**src/rtl/qnm_fifo.sv**
```systemverilog
// qnm_fifo: circular FIFO whose entries carry an immutable payload (N) and a
// mutable metadata field (M). Every slot's M is exported flat so surrounding
// logic can rewrite any subset of slots in place (tag match, retire/flush).
//
// Ports:
//   clk           clock, all state updates on the rising edge
//   rst           synchronous active-high reset
//   wr            enqueue {n_din, m_din} at tail (ignored when full)
//   rd            dequeue head entry (ignored when empty)
//   n_din         payload for enqueue
//   m_din         metadata for enqueue
//   modify_vector bit i set: overwrite M of physical slot i
//   new_m_vector  replacement M values, slot i at [i*M_WIDTH +: M_WIDTH]
//   old_m_vector  stored M of every physical slot, same packing
//   dout          head entry {N, M}, N in the MSBs
//   full          occupancy == Q_LENGTH
//   empty         occupancy == 0
module qnm_fifo #(
    parameter int N_WIDTH  = 32,
    parameter int M_WIDTH  = 8,
    parameter int Q_LENGTH = 8
) (
    input  logic                         clk,
    input  logic                         rst,
    input  logic                         wr,
    input  logic                         rd,
    input  logic [N_WIDTH-1:0]           n_din,
    input  logic [M_WIDTH-1:0]           m_din,
    input  logic [Q_LENGTH-1:0]          modify_vector,
    input  logic [M_WIDTH*Q_LENGTH-1:0]  new_m_vector,
    output logic [M_WIDTH*Q_LENGTH-1:0]  old_m_vector,
    output logic [N_WIDTH+M_WIDTH-1:0]   dout,
    output logic                         full,
    output logic                         empty
);

    localparam int PTR_W = $clog2(Q_LENGTH);
    localparam int CNT_W = $clog2(Q_LENGTH + 1);
    localparam logic [PTR_W-1:0] LAST_SLOT = PTR_W'(Q_LENGTH - 1);

    logic [PTR_W-1:0]   head_q, head_d;
    logic [PTR_W-1:0]   tail_q, tail_d;
    logic [CNT_W-1:0]   count_q, count_d;
    logic [N_WIDTH-1:0] n_mem_q [Q_LENGTH];
    logic [M_WIDTH-1:0] m_mem_q [Q_LENGTH];

    logic               wr_ok;
    logic               rd_ok;
    logic [Q_LENGTH-1:0] slot_we;

    assign full  = (count_q == CNT_W'(Q_LENGTH));
    assign empty = (count_q == '0);

    // Accept qualifiers; a write while full is dropped even if a read
    // would free a slot in the same cycle.
    assign wr_ok = wr && !full;
    assign rd_ok = rd && !empty;

    // Pointers wrap explicitly so Q_LENGTH need not be a power of two.
    always_comb begin
        head_d  = head_q;
        tail_d  = tail_q;
        count_d = count_q;
        if (rd_ok) begin
            head_d = (head_q == LAST_SLOT) ? '0 : head_q + 1'b1;
        end
        if (wr_ok) begin
            tail_d = (tail_q == LAST_SLOT) ? '0 : tail_q + 1'b1;
        end
        case ({wr_ok, rd_ok})
            2'b10:   count_d = count_q + 1'b1;
            2'b01:   count_d = count_q - 1'b1;
            default: count_d = count_q;
        endcase
    end

    always_ff @(posedge clk) begin
        if (rst) begin
            head_q  <= '0;
            tail_q  <= '0;
            count_q <= '0;
        end else begin
            head_q  <= head_d;
            tail_q  <= tail_d;
            count_q <= count_d;
        end
    end

    // Per-slot write enables and flat export of the M fields.
    generate
        for (genvar gi = 0; gi < Q_LENGTH; gi++) begin : g_slot
            assign slot_we[gi] = wr_ok && (tail_q == PTR_W'(gi));
            assign old_m_vector[gi*M_WIDTH +: M_WIDTH] = m_mem_q[gi];
        end
    endgenerate

    // Enqueue into a slot wins over an in-place modify of the same slot.
    always_ff @(posedge clk) begin
        if (rst) begin
            for (int i = 0; i < Q_LENGTH; i++) begin
                n_mem_q[i] <= '0;
                m_mem_q[i] <= '0;
            end
        end else begin
            for (int i = 0; i < Q_LENGTH; i++) begin
                if (slot_we[i]) begin
                    n_mem_q[i] <= n_din;
                    m_mem_q[i] <= m_din;
                end else if (modify_vector[i]) begin
                    m_mem_q[i] <= new_m_vector[i*M_WIDTH +: M_WIDTH];
                end
            end
        end
    end

    assign dout = {n_mem_q[head_q], m_mem_q[head_q]};

endmodule

```
**config.mk**
```make
export PLATFORM = sky130hd
export DESIGN_NAME = qnm_fifo
export DESIGN_NICKNAME = d
export VERILOG_FILES = /design/src/rtl/qnm_fifo.sv
export SDC_FILE = /design/constraint.sdc
export NUM_CORES = 1
export LEC_CHECK = 0
export CAP_MARGIN = 20
export CORE_ASPECT_RATIO = 1.75
export CORE_MARGIN = 2
export CORE_UTILIZATION = 32
export DETAILED_ROUTE_END_ITERATION = 8
export HOLD_SLACK_MARGIN = 0.03
export PLACE_DENSITY_LB_ADDON = 0.2
export SYNTH_ARGS = -nofsm -noshare
export SYNTH_HDL_FRONTEND = slang
export SYNTH_SLANG_ARGS = --single-unit
```
**constraint.sdc**
```tcl
create_clock -name clk -period 5.5 [get_ports clk]
set_input_delay 1.1 -clock clk [delete_from_list [all_inputs] [get_ports clk]]
set_output_delay 1.1 -clock clk [all_outputs]
set_load 0.1 [all_outputs]
```
==> impl_metrics.ini <==
[global_routing]
grt_pass1_vias = 10490
grt_antenna_before_repair = 4
grt-ovfl-total = 0
grt_pass1_wl_mm = 67.40
grt_usage_pct = 18.79
grt_max_degree = 63

[power_and_ir_drop]
ir_worst_vdd_v = 0.0001948
powerDensity_nw_per_um2 = 438.8
p_leak_nw = 6.721

[clock_tree]
root_buffer = clkbuf_16
path_clk_slew_ns = 0.07
h-tree-depth = 1
clock-sinks = 333
cts_buffers = 31
cts_resized = 0
insertion_delay_ns = 0.58
cts_tree = built
cts_hold_buf = 0
clockBufferDepth = 3
postCtsSetupBuffers = 0

[placement]
port_buffers = 221
dp_slack_ns = 1.477
dp_hpwl_mm = 29.34
gp_congestion = 0.7904

[floorplanning]
io_pins = 222
die_w_um = 167.9
start_util_pct = 32.27
die_h_um = 290.9
rows = 105
die_area_um2 = 48840
core_um2 = 46640

[synthesis]
netlist.area_leader.share_pct = 63.86
yosysTopAreaCell = edfxtp_1
syn_area_per_cell_um2 = 14.20
ys_seq_area_share_pct = 65.59
yosysWarningCount = 0
synth_nets = 1187
ys_seq_elements = 333
netlist_area_um2 = 15050
ys_types = 40
syn_inst = 1060
synth.area.top_cells = edfxtp_1 64%, mux4_2 12%, nor2_1 5.4%, mux2_2 3.0%, nand3_1 2.0%

[timing]
skew_ns = 0.01339
slew_headroom_pct = 29.50
finalSetupViolCount = 0
worst_pin_slew_ns = 1.044
final_hold_viol_count = 0
rsz0062_at_grt = false
fmax_ghz = 0.2197
setup_slack_ns = 0.9478
tns_ns = 0
drv_slew = 0
layout_min_cycle_time_ns = 4.552
period_share_pct = 82.77

[worst_hold_path]
worstHoldPathType = register to register

[detailed_routing]
drc = 0
via_per_inst = 5.105
ant_nets = 0
dr.pass1.iters = 4
vias = 9505
drt-total-wl_mm = 45.78
wire_per_inst_um = 24.58
drt_iter0_drc = 561

[critical_path]
required_ns = 4.40
critPathTopFamily = buffers and inverters
crit_buf_inv = 2
crit_slowest_cell = clkdlybuf4s50_1
worst-setup-path-type = register to output pin
arrival_ns = 3.45
critPathMaxStageDelay_ns = 0.97
r2r_slack_ns = 2.46
path_cells = buf_12 > mux4_2 > mux2_2 > clkdlybuf4s50_1
start_kind = register
endpoint_kind = output pin
crit_fanout = 48

[status]
status = finished clean

[layout]
final_common_cell = edfxtp_1
final_layout_size_suffix_gt1_share_pct = 16.67
area_growth_pct = 25.53
nNetsFinal = 1378
layout_common_cells = 320 x edfxtp_1, 217 x clkdlybuf4s50_1, 216 x nor2_1, 80 x mux4_2, 60 x nand3_1

[run]
max_cap_viol_count = 0
-- path summary, 6_finish.rpt --
kind	startpoint	to	depth (start not counted)
worst max-delay path	register	dout[4]	4
worst min-delay path	head_q[2]	register	2
worst max register to register	count_q[0]	count_q[2]	9
worst min register to register	head_q[2]	register	2
-- through the flow --
step / hold WS, ns / util [%] / std cells / total power [W] / cell area (um^2)
final: 0.4874 / 40.50 / 1862 / 0.008289 / 18890
after global routing: 0.5099 / 40.50 / 1862 / 0.008593 / 18890
after CTS: 0.4894 / 40.49 / 1860 / 0.008403 / 18890
after detailed placement: 0.4767 / 38.28 / 1806 / 0.006134 / 17850
after global placement: 0.4669 / 38.28 / 1806 / 0.006117 / 17850
after floorplan: 0.4547 / - / 1060 / 0.005336 / 15050
-- flip-flops by register name (all words and copies together), names as in the netlist, named ones only --
register and flops:
count_q 4, head_q 3, m_mem_q 64, n_mem_q 256, tail_q 3
-- cell type report --
cell class	instances	area, um^2
fillers	4375	27750
flip-flops and latches	333	9878
multi-input cells	605	4711
repair buffers	242	2385
clock buffers	35	790.8
well taps	588	735.7
clock inverters	19	242.7
inverters	38	142.6
diodes	2	5.005
-- tightest hold or removal path, cell delays in order (launching register included) --
cell,delay (ns)
dfxtp_1,0.32
nand2_1,0.05
a21oi_1,0.07
-- Yosys cell counts --
cell type / n
nand3b_1: 1
nor4b_1: 1
a211oi_1: 1
or2_2: 3
and4_1: 2
and2_1: 1
mux2i_1: 17
dfxtp_1: 13
buf_2: 19
mux4_2: 80
nor2_1: 216
buf_6: 4
o41ai_1: 1
nand4_1: 3
nand4b_1: 1
o21ai_0: 3
clkbuf_1: 51
nand2b_1: 40
inv_2: 1
mux2_2: 40
or3_1: 7
nor3_1: 1
buf_4: 1
nand3_1: 61
and4_4: 1
inv_1: 37
o21ai_2: 2
nand2_1: 46
nor4bb_1: 1
or4b_4: 1
edfxtp_1: 320
buf_1: 9
ha_1: 11
a21oi_1: 55
nor3b_1: 1
nor4_1: 1
xor2_1: 3
nor2b_1: 1
o21bai_1: 2
a211o_1: 1
-- routing by layer --
layer / GRT usage [%] / wire length, um / vias to the layer above
met5: 0 / 30 / -
met4: 8.038 / 1851 / 4
met3: 2.678 / 2097 / 75
met2: 35.55 / 24920 / 302
met1: 20.73 / 16880 / 4851
li1: - / - / 4273
-- logic make-up after synthesis --
group / after synthesis / share of synthesized area (%)
adder cells (fa/ha/maj): 11 / 0.9146
flip-flops: 333 / 65.59
multiplexers: 137 / 16.10
XOR/XNOR: 3 / 0.1746
AO/OA/AOI/OAI: 65 / 2.311
AND/OR/NAND/NOR: 389 / 11.49
buffers and inverters: 122 / 3.426
-- where the power goes --
group          total (W)  internal (W)  switching, W
logic            0.00288      0.000888       0.00199
registers        0.00316       0.00302      0.000135
clock network    0.00226       0.00130      0.000951
total            0.00829       0.00521       0.00307
(Power assumes the default switching activity.)
